[src/rtl/piano_pkg.sv]
// Shared constants and types for the piano key front end.
// Used by the key encoder and the downstream note-select decoders.
package piano_pkg;

  localparam int N_KEYS = 8;
  localparam int CODE_W = $clog2(N_KEYS);

  typedef enum logic [1:0] {
    IDLE     = 2'd0,
    DEBOUNCE = 2'd1,
    HELD     = 2'd2,
    RELEASE  = 2'd3
  } key_state_t;

  typedef logic [CODE_W-1:0] note_code_t;

  // Clearing the lowest set bit leaves something only when two or more bits were set.
  function automatic logic more_than_one(input logic [N_KEYS-1:0] v);
    return (v & (v - N_KEYS'(1))) != {N_KEYS{1'b0}};
  endfunction

endpackage

[src/rtl/prio_encoder.sv]
// Lowest-index-first priority encoder: key line 0 wins over all others.
// Purely combinational; cand_code is 0 when no line is set.
module prio_encoder
  import piano_pkg::*;
(
  input  logic [N_KEYS-1:0] key_q,
  output logic [CODE_W-1:0] cand_code,
  output logic              cand_any
);

  // Scan from the top down so the lowest set index is the last one written.
  always_comb begin
    cand_code = {CODE_W{1'b0}};
    for (int i = N_KEYS - 1; i >= 0; i--) begin
      cand_code = key_q[i] ? CODE_W'(i) : cand_code;
    end
  end

  assign cand_any = |key_q;

endmodule

[src/rtl/key_encoder.sv]
// Piano key encoder: gated key lines -> debounced binary note code with
// note_on/note_off event pulses and a registered multi-key flag.
module key_encoder
  import piano_pkg::*;
#(
  parameter int DEB_CYCLES = 4
)
(
  input  logic              clk,
  input  logic              reset,
  input  logic [N_KEYS-1:0] keys,
  input  logic              enable,
  output logic [CODE_W-1:0] code,
  output logic              valid,
  output logic              note_on,
  output logic              note_off,
  output logic              multi
);

  localparam int CNT_W = $clog2(DEB_CYCLES + 1);
  localparam logic [CNT_W-1:0] CNT_LAST = CNT_W'(DEB_CYCLES - 1);

  logic [N_KEYS-1:0] key_q_r;
  logic [CODE_W-1:0] cand_code_s;
  logic              cand_any_s;

  key_state_t        state_r, state_nxt_s;
  logic [CNT_W-1:0]  cnt_r, cnt_nxt_s;
  note_code_t        pend_r, pend_nxt_s;
  note_code_t        code_r, code_nxt_s;
  logic              valid_r, valid_nxt_s;
  logic              note_on_r, note_on_nxt_s;
  logic              note_off_r, note_off_nxt_s;
  logic              multi_r;

  prio_encoder u_prio (
    .key_q     (key_q_r),
    .cand_code (cand_code_s),
    .cand_any  (cand_any_s)
  );

  // Next-state, counter and output decisions of the debounce FSM.
  always_comb begin
    state_nxt_s    = state_r;
    cnt_nxt_s      = cnt_r;
    pend_nxt_s     = pend_r;
    code_nxt_s     = code_r;
    valid_nxt_s    = valid_r;
    note_on_nxt_s  = 1'b0;
    note_off_nxt_s = 1'b0;
    case (state_r)
      IDLE: begin
        if (cand_any_s) begin
          state_nxt_s = DEBOUNCE;
          pend_nxt_s  = cand_code_s;
          cnt_nxt_s   = {CNT_W{1'b0}};
        end else begin
          state_nxt_s = IDLE;
        end
      end
      DEBOUNCE: begin
        if (!cand_any_s) begin
          state_nxt_s = IDLE;
        end else if (cand_code_s != pend_r) begin
          pend_nxt_s = cand_code_s;
          cnt_nxt_s  = {CNT_W{1'b0}};
        end else if (cnt_r == CNT_LAST) begin
          state_nxt_s   = HELD;
          code_nxt_s    = pend_r;
          valid_nxt_s   = 1'b1;
          note_on_nxt_s = 1'b1;
        end else begin
          cnt_nxt_s = cnt_r + CNT_W'(1);
        end
      end
      HELD: begin
        if (!cand_any_s || (cand_code_s != code_r)) begin
          state_nxt_s = RELEASE;
          cnt_nxt_s   = {CNT_W{1'b0}};
        end else begin
          state_nxt_s = HELD;
        end
      end
      RELEASE: begin
        // A brief return of the held key is a glitch, not a new press.
        if (cand_any_s && (cand_code_s == code_r)) begin
          state_nxt_s = HELD;
        end else if (cnt_r == CNT_LAST) begin
          state_nxt_s    = IDLE;
          valid_nxt_s    = 1'b0;
          note_off_nxt_s = 1'b1;
        end else begin
          cnt_nxt_s = cnt_r + CNT_W'(1);
        end
      end
      default: begin
        state_nxt_s = IDLE;
        cnt_nxt_s   = {CNT_W{1'b0}};
        valid_nxt_s = 1'b0;
      end
    endcase
  end

  // State, input stage and registered outputs; reset never emits note_off.
  always_ff @(posedge clk) begin
    if (reset) begin
      state_r    <= IDLE;
      key_q_r    <= {N_KEYS{1'b0}};
      cnt_r      <= {CNT_W{1'b0}};
      pend_r     <= {CODE_W{1'b0}};
      code_r     <= {CODE_W{1'b0}};
      valid_r    <= 1'b0;
      note_on_r  <= 1'b0;
      note_off_r <= 1'b0;
      multi_r    <= 1'b0;
    end else begin
      state_r    <= state_nxt_s;
      key_q_r    <= keys & {N_KEYS{enable}};
      cnt_r      <= cnt_nxt_s;
      pend_r     <= pend_nxt_s;
      code_r     <= code_nxt_s;
      valid_r    <= valid_nxt_s;
      note_on_r  <= note_on_nxt_s;
      note_off_r <= note_off_nxt_s;
      multi_r    <= more_than_one(key_q_r);
    end
  end

  assign code     = code_r;
  assign valid    = valid_r;
  assign note_on  = note_on_r;
  assign note_off = note_off_r;
  assign multi    = multi_r;

endmodule

[config.mk]
export PLATFORM = sky130hd
export DESIGN_NAME = key_encoder
export DESIGN_NICKNAME = d
export VERILOG_FILES = /design/src/rtl/piano_pkg.sv /design/src/rtl/prio_encoder.sv /design/src/rtl/key_encoder.sv
export SDC_FILE = /design/constraint.sdc
export NUM_CORES = 1
export LEC_CHECK = 0
export BUFFER_PORTS_ARGS = -buffer_cell sky130_fd_sc_hd__buf_4
export CAP_MARGIN = 20
export CELL_PAD_IN_SITES_DETAIL_PLACEMENT = 0
export CELL_PAD_IN_SITES_GLOBAL_PLACEMENT = 1
export CORE_AREA = 3 3 54 56
export CTS_CLUSTER_SIZE = 10
export DETAILED_ROUTE_END_ITERATION = 6
export DIE_AREA = 0 0 57 59
export HOLD_SLACK_MARGIN = 0.06
export PLACE_DENSITY = 0.85
export SKIP_CTS_REPAIR_TIMING = 1
export SYNTH_ARGS = -nofsm -noshare
export SYNTH_HDL_FRONTEND = slang
export SYNTH_SLANG_ARGS = --single-unit
export TNS_END_PERCENT = 20
[constraint.sdc]
create_clock -name clk -period 3.45 [get_ports clk]
set_input_delay 0.5175 -clock clk [delete_from_list [all_inputs] [get_ports clk]]
set_output_delay 0.5175 -clock clk [all_outputs]
set_load 0.1 [all_outputs]
* Word-level counts from Yosys, hierarchy flattened
Cells that the tools add are included.
Word-level totals: bits in registers 23, bits in latches 0, RAM bits 0, bits in read-only memories 0, output and inout port bits 7, word-level logic and storage cells 84, memories 0
Cells by class: add/subtract/negate cells 2, multiply operators 0, divide/modulo/power cells 0, order comparisons 0, eq/ne operators 18, shift-type cells 0, mux-type cells 34, bitwise logic cells 6, reduce and logical (&&, ||, !) cells 15
Operators with widths (count):
- 3-bit two-way mux | 17
- 8-bit bitwise AND | 2
- 2-bit != test, second input constant | 8
- 3-bit one-hot mux with 4 select lines | 1
- 4-bit AND reduction | 3
- 2-bit two-way mux | 5
- 3-bit != test, second input constant | 3
- 1-bit two-way mux | 8
- 2-bit one-hot mux with 4 select lines | 1
- 8-bit nonzero test | 1
- 8-bit OR reduction | 1
- 8-bit by 1-bit subtractor with 8-bit output, second input constant | 1
- 3-bit != test | 2
- 3-bit one-hot mux with 2 select lines | 1
- 6-bit AND reduction | 1
- 2-bit == test, second input constant | 2
- 1-bit inverter | 4
- 2-bit nonzero test | 2
- 4-bit OR reduction | 1
- 3-bit by 1-bit adder with 3-bit output, second input constant | 1
- 3-bit by 2-bit == test with 1-bit output, second input constant | 1
- 3-bit == test | 1
- 3-bit AND reduction | 1
- 3-bit OR reduction | 1
- other kinds (6) | 6

* Depth between registers and ports, before layout
Gate-level depths: netlist of run 1.
depth after elaboration 12, mapped depth 7, gate-level depth less buffers 7

* Cells and area by module
From an unflattened synthesis of run 1, not the netlist that was laid out.
Second synthesis, totals: cells, all modules 116, area, all modules 1072.3 um^2
By module, submodules not included:
- key_encoder | instances 1, cells an instance 103, area each 991.0 um^2, seq. area each 460.4 um^2
- prio_encoder | instances 1, cells an instance 13, area each 81.3 um^2, seq. area each 0.0 um^2

* Least setup slack after synthesis of run 1
OpenSTA, ideal clock, no wires.
kind register to register, from register key_q_r[3], to register cnt_r[0], library setup time 83 ps, data arrival time 2070 ps, slack 1297 ps, stages on the path, launching flop included 7, path buffers 0, period minus slack after synthesis 2153 ps, path through dfxtp_1 > or4_4 > a21oi_4 > xnor2_1 > a31oi_2 > or4_1 > o221ai_1
On the way: longest elaborated chain between the ends 8
Ends and longest elaborated chain:
- start: declaration | RTL line key_encoder.sv:23 | logic [N_KEYS-1:0] key_q_r;
- start signal: assignment | RTL line key_encoder.sv:108 | key_q_r <= {N_KEYS{1'b0}};
- start signal: assignment | RTL line key_encoder.sv:118 | key_q_r <= keys & {N_KEYS{enable}};
- 3-bit two-way mux (4 in a row) | RTL line prio_encoder.sv:15 | cand_code = key_q[i] ? CODE_W'(i) : cand_code;
- 3-bit != test, or another cell as far along | RTL line key_encoder.sv:64 | end else if (cand_code_s != pend_r) begin
- 3-bit two-way mux, or another cell as far along | RTL line key_encoder.sv:64
- 3-bit two-way mux / 2-bit != test (equally long branches)
- 3-bit one-hot mux with 4 select lines / 4-bit AND reduction (equally long branches)
- end signal: assignment | RTL line key_encoder.sv:109 | cnt_r <= {CNT_W{1'b0}};
- end signal: assignment | RTL line key_encoder.sv:119 | cnt_r <= cnt_nxt_s;
- end: declaration | RTL line key_encoder.sv:28 | logic [CNT_W-1:0] cnt_r, cnt_nxt_s;
Parallel ways exist; a longest one is shown, timed or not. The select of a mux whose other input is x is not followed. A chain may end at the register's enable or synchronous reset.

* Final worst setup path of run 1
Same ends and word-level chain as after synthesis.

==> results of run 1 <==
metal layers:
| layer | share of wire, % | GRT usage, % | up-vias |
|---|---|---|---|
| li1 | - | - | 443 |
| met3 | 2.3 | 1.96 | 4 |
| met1 | 49 | 16.8 | 391 |
| met2 | 47 | 21.9 | 10 |
| met4 | 1.4 | 5.96 | 0 |
| met5 | 0 | 0 | - |
Yosys cell counts, drive strengths merged:
| cell type | instances |
|---|---|
| nand2 | 3 |
| or4 | 3 |
| and2 | 9 |
| o22a | 1 |
| maj3 | 1 |
| a221oi | 1 |
| nor3b | 1 |
| xor2 | 2 |
| xnor2 | 3 |
| o21ai | 5 |
| o31ai | 2 |
| a41oi | 1 |
| o32a | 1 |
| nand4 | 2 |
| inv | 5 |
| nor3 | 8 |
| o211a | 1 |
| nand3 | 2 |
| a31oi | 1 |
| a21oi | 6 |
| nor2 | 14 |
| nand2b | 2 |
| ha | 1 |
| mux2i | 6 |
| dfxtp | 23 |
| o32ai | 1 |
| o221ai | 1 |
| or3 | 1 |
| o31a | 1 |
| a21o | 1 |
| clkbuf | 1 |
| nor2b | 3 |
cell families after synthesis:
family	synth area share, %
DFF	42.8
and+or+nand+nor	24.1
buffers and inverters	2.10
muxes	5.94
xor gates and xnor gates	5.47
AOI/OAI and AO/OA	17.5
adders and majority gates	2.10
flip-flops by register name (all words and copies together) (netlist names):
| register | flops |
|---|---|
| pend_r | 3 |
| state_r | 2 |
| multi | 1 |
| code | 3 |
| note_on | 1 |
| note_off | 1 |
| valid | 1 |
| key_q_r | 8 |
| cnt_r | 3 |
worst max-delay path: cells and delay by family, from the launching register on:
family | cells | cell delay [ns]
AO/OA/AOI/OAI | 3 | 0.57
XOR/XNOR | 1 | 0.21
flip-flops | 1 | 0.38
AND/OR/NAND/NOR | 2 | 1.11
report_power, final:
group	leakage (nW)	internal, mW	switching, mW
logic	0.338	0.0420	0.0525
clock network	0.0150	0.0450	0.0763
registers	0.187	0.276	0.0121
stage by stage:
| step | cells | instance area (µm²) | total power, mW |
|---|---|---|---|
| 3_3_place_gp | 159 | 1240 | 0.385 |
| 5_1_grt | 163 | 1260 | 0.532 |
| 2_1_floorplan | 113 | 1070 | 0.364 |
| 6_report | 163 | 1260 | 0.504 |
| 3_5_place_dp | 159 | 1240 | 0.388 |
| 4_1_cts | 163 | 1260 | 0.509 |
how the worst max path moves through the flow:
stage               endpoint       start
floorplan           cnt_r[0]  key_q_r[3]
global placement    cnt_r[0]  key_q_r[3]
detailed placement  cnt_r[0]  key_q_r[3]
CTS                 cnt_r[0]  key_q_r[3]
global route        cnt_r[0]  key_q_r[0]
finish              cnt_r[0]  key_q_r[3]
cell type report:
cell class	count	area share, %
clock buffers	4	2.08
inverters	5	1.49
multi-input cells	84	46.9
flip-flops and latches	23	36.5
well taps	30	2.97
repair buffers	17	10.1
==> impl_metrics.env, run 1 <==
export IMPL_multi_input_area_um2=592
export IMPL_fmax_ghz=0.430
export IMPL_tightest_slew_ns=0.413
export IMPL_synth_area_per_cell_um2=9.51
export IMPL_grt_overflow=0
export IMPL_yosys_warnings=0
export IMPL_pin_count=18
export IMPL_max_slew_margin_pct=72.4
export IMPL_timing_rr_start="key_q_r[3]"
export IMPL_final_nets=146
export IMPL_port_buffers=17
export IMPL_clk_path_buf_depth=2
export IMPL_vias_per_cell=5.20
export IMPL_yosysTopAreaCell="dfxtp_1"
export IMPL_core_area_mm2=0.00248
export IMPL_antennaDiodeCount=0
export IMPL_rsz0062_at_grt="false"
export IMPL_path_clk_slew_ns=0.12
export IMPL_slew_violations=0
export IMPL_hold_violations=0
export IMPL_layout_common_cells="dfxtp_1 (23), buf_4 (17), nor2_1 (14)"
export IMPL_drt_iter0_markers=20
export IMPL_p_leak_nw=0.541
export IMPL_pre_cts_ws_ns=1.15
export IMPL_grt_pass1_vias=819
export IMPL_seqCellArea_um2=460
export IMPL_routed_wl_mm=2.02
export IMPL_layout_drive_gt1_share_pct=21.1
export IMPL_syn_num_nets=125
export IMPL_grt_pass1_wl_mm=3.45
export IMPL_ys_seq_elements=23
export IMPL_firstDrtPassIters=4
export IMPL_synthTopCellsByArea="dfxtp_1 (43%), and2_1 (5.2%), nor2_1 (4.9%), mux2i_1 (4.7%), nor3_1 (3.3%)"
export IMPL_cts_made_buffers=3
export IMPL_cp_end_kind="flip-flop"
export IMPL_fp_dieH_um=59
export IMPL_fin_util_pct=51.0
export IMPL_insertion_delay_ns=0.30
export IMPL_syn_cell_area_mm2=0.00107
export IMPL_period_share_pct=67.5
export IMPL_grt_use_total_pct=13.1
export IMPL_vdd_drop_max_mv=0.282
export IMPL_fin_setup_tns_ns=0
export IMPL_yosysUniqueCellTypes=40
export IMPL_yosys_area_top_type_share_pct=42.8
export IMPL_worst_ep_arrival_time_ns=2.56
export IMPL_timing_max_cap_violations=0
export IMPL_synthCells=113
export IMPL_fillers=254
export IMPL_grt_max_degree=17
export IMPL_hold_end="key_q_r[2]"
export IMPL_area_growth_pct=17.5
export IMPL_r2r_setup_slack_ns=1.12
export IMPL_final_common_cell="dfxtp_1"
export IMPL_post_route_drc_count=0
export IMPL_cp_cell_sequence="or4_4 > a21oi_4 > xnor2_1 > a31oi_2 > or4_1 > o221ai_1"
export IMPL_timing_final_ws_setup_ns=1.12
export IMPL_max_stage_delay_ns=0.58
export IMPL_cts_sinks=23
export IMPL_min_path_type="in -> reg"
export IMPL_wl_per_cell_um=12.4
export IMPL_holdWs_ns=0.405
export IMPL_gp_congestion=0.725
export IMPL_critPathSlowestCell="or4_4"
export IMPL_power_density_mw_per_mm2=399
export IMPL_finalSetupViolCount=0
export IMPL_hold_start="keys[2]"
export IMPL_fp_dieW_um=57
export IMPL_dieArea_mm2=0.00336
export IMPL_dp_hpwl_mm=1.55
export IMPL_start_util_pct=43.4
export IMPL_critical_path_class="reg -> reg"
export IMPL_outcome="complete, no violations"
export IMPL_cp_start_kind="flip-flop"
export IMPL_row_count=18
export IMPL_cts_tree="done"
export IMPL_fin_skew_ns=0.00260
export IMPL_cts_htree_levels=1
export IMPL_whs_path_depth=2
export IMPL_period_minus_slack_ns=2.33
export IMPL_ant_nets=0
export IMPL_cts_root_buffer="clkbuf_4"
export IMPL_required_ns=3.68
export IMPL_yosysSeqAreaShare_pct=42.8
export IMPL_ff2ff_path_depth=6
export IMPL_antenna_found_initial=0
export IMPL_vias=848
export IMPL_r2r_end="cnt_r[0]"
export IMPL_crit_fanout=6
(Power assumes the default switching activity.)
==> inputs of run 2 (changes only) <==
--- a/config.mk
+++ b/config.mk
@@ -9,12 +9,12 @@
 export CAP_MARGIN = 20
 export CELL_PAD_IN_SITES_DETAIL_PLACEMENT = 0
 export CELL_PAD_IN_SITES_GLOBAL_PLACEMENT = 1
-export CORE_AREA = 3 3 54 56
+export CORE_AREA = 3 3 56 58
 export CTS_CLUSTER_SIZE = 10
 export DETAILED_ROUTE_END_ITERATION = 6
-export DIE_AREA = 0 0 57 59
+export DIE_AREA = 0 0 59 61
 export HOLD_SLACK_MARGIN = 0.06
-export PLACE_DENSITY = 0.85
+export PLACE_DENSITY = 0.8
 export SKIP_CTS_REPAIR_TIMING = 1
 export SYNTH_ARGS = -nofsm -noshare
 export SYNTH_HDL_FRONTEND = slang
==> constraint.sdc (replaced) <==
create_clock -name clk -period 2.3 [get_ports clk]
set_input_delay 0.345 -clock clk [delete_from_list [all_inputs] [get_ports clk]]
set_output_delay 0.345 -clock clk [all_outputs]
set_load 0.1 [all_outputs]
==> run 2 against run 1 <==
Power is 53% higher. Clock power grew 51%. Sequential cell count unchanged. Critical endpoint unchanged. Via count up 1.5%. Critical path type unchanged. Count of clock-buffer cells in the layout stayed put. Critical path depth unchanged. Sequential share of layout area down 0.61 points. Global-route usage fell by 0.25 points. Die area is 7.0% higher. Maximum frequency rose by 7.0%. Combinational power up 63%.
==> impl_metrics.env, run 2 (same netlist as run 1, synthesis figures left out) <==
export IMPL_outcome="complete, no violations"
export IMPL_drt_iter0_markers=24
export IMPL_firstDrtPassIters=4
export IMPL_gp_congestion=0.792
export IMPL_start_util_pct=39.7
export IMPL_path_clk_slew_ns=0.12
export IMPL_routed_wl_mm=2.09
export IMPL_grt_pass1_wl_mm=3.51
export IMPL_holdWs_ns=0.232
export IMPL_cp_end_kind="flip-flop"
export IMPL_power_density_mw_per_mm2=597
export IMPL_slew_violations=0
export IMPL_vdd_drop_max_mv=0.479
export IMPL_final_nets=148
export IMPL_required_ns=2.53
export IMPL_worst_ep_arrival_time_ns=2.41
export IMPL_fin_util_pct=47.5
export IMPL_hold_violations=0
export IMPL_grt_pass1_vias=831
export IMPL_fin_skew_ns=0.00201
export IMPL_grt_max_degree=17
export IMPL_ant_nets=0
export IMPL_vias=861
export IMPL_post_route_drc_count=0
export IMPL_cts_root_buffer="clkbuf_4"
export IMPL_cts_made_buffers=3
export IMPL_area_growth_pct=19.8
export IMPL_fmax_ghz=0.460
export IMPL_fin_setup_tns_ns=0
export IMPL_fp_dieH_um=61
export IMPL_finalSetupViolCount=0
export IMPL_wl_per_cell_um=12.6
export IMPL_final_common_cell="dfxtp_1"
export IMPL_antennaDiodeCount=0
export IMPL_grt_overflow=0
export IMPL_port_buffers=17
export IMPL_largest_reg_flops=8
export IMPL_row_count=19
export IMPL_antenna_found_initial=0
export IMPL_crit_fanout=5
export IMPL_min_path_type="in -> reg"
export IMPL_cts_htree_levels=1
export IMPL_max_slew_margin_pct=71.5
export IMPL_timing_max_cap_violations=0
export IMPL_core_area_mm2=0.00271
export IMPL_cts_tree="done"
export IMPL_dp_hpwl_mm=1.61
export IMPL_layout_common_cells="dfxtp_1 (22), buf_4 (19), nor2_1 (14)"
export IMPL_tightest_slew_ns=0.428
export IMPL_insertion_delay_ns=0.30
export IMPL_layout_drive_gt1_share_pct=23.7
export IMPL_rsz0062_at_grt="false"
export IMPL_vias_per_cell=5.19
export IMPL_dieArea_mm2=0.00360
export IMPL_cp_start_kind="flip-flop"
export IMPL_cts_sinks=23
export IMPL_pin_count=18
export IMPL_clk_path_buf_depth=2
export IMPL_fp_dieW_um=59
export IMPL_p_leak_nw=0.554
export IMPL_period_share_pct=94.6
export IMPL_critical_path_class="reg -> reg"
export IMPL_period_minus_slack_ns=2.18
export IMPL_regMostFlops="key_q_r"
export IMPL_grt_use_total_pct=12.8
==> run 2: where the power goes <==
group	internal, mW	switching (mW)	leakage, nW
Combinational	0.0715	0.0821	0.351
Clock	0.0676	0.116	0.0150
Sequential	0.414	0.0180	0.188
==> run 2: final cells by class <==
type / instances / area, µm²
Clock buffer: 4 / 26.3
Fill cell: 270 / 1420
Inverter: 5 / 18.8
Multi-Input combinational cell: 84 / 599
Sequential cell: 23 / 462
Tap cell: 31 / 38.8
Timing Repair Buffer: 19 / 143
==> run 2: per-stage QoR <==
step / total power, mW / worst slack (ns) / instances / area, µm²
6_report: 0.768 / 0.125 / 166 / 1290
3_3_place_gp: 0.587 / 0.146 / 162 / 1250
5_1_grt: 0.813 / 0.0205 / 166 / 1290
3_5_place_dp: 0.590 / 0.0678 / 162 / 1250
2_1_floorplan: 0.546 / 0.147 / 113 / 1070
4_1_cts: 0.772 / 0.0448 / 166 / 1280
==> run 2: critical path, cell delays in order (launching register included) <==
cell and delay, ns:
dfxtp_1 0.36, or4_4 0.59, a21oi_4 0.19, xnor2_2 0.16, a31oi_2 0.13, or4_1 0.51
o221ai_1 0.17
==> run 2: routing by layer <==
| layer | GRT usage (%) | part of all wire [%] | wire, µm | vias up |
|---|---|---|---|---|
| li1 | - | - | - | 453 |
| met1 | 15.9 | 47 | 984 | 391 |
| met2 | 21.6 | 49 | 1020 | 13 |
| met3 | 2.55 | 2.9 | 60 | 4 |
| met4 | 5.83 | 1.4 | 30 | 0 |
| met5 | 0 | 0 | 0 | - |
==> run 2: worst paths after layout <==
path                end  depth (start not counted)  slack [ns]       start
min reg2reg    cnt_r[2]                          1        0.48    cnt_r[2]
min          key_q_r[3]                          2        0.23     keys[3]
max reg2reg    cnt_r[0]                          6        0.12  key_q_r[0]
max            cnt_r[0]                          6        0.12  key_q_r[0]
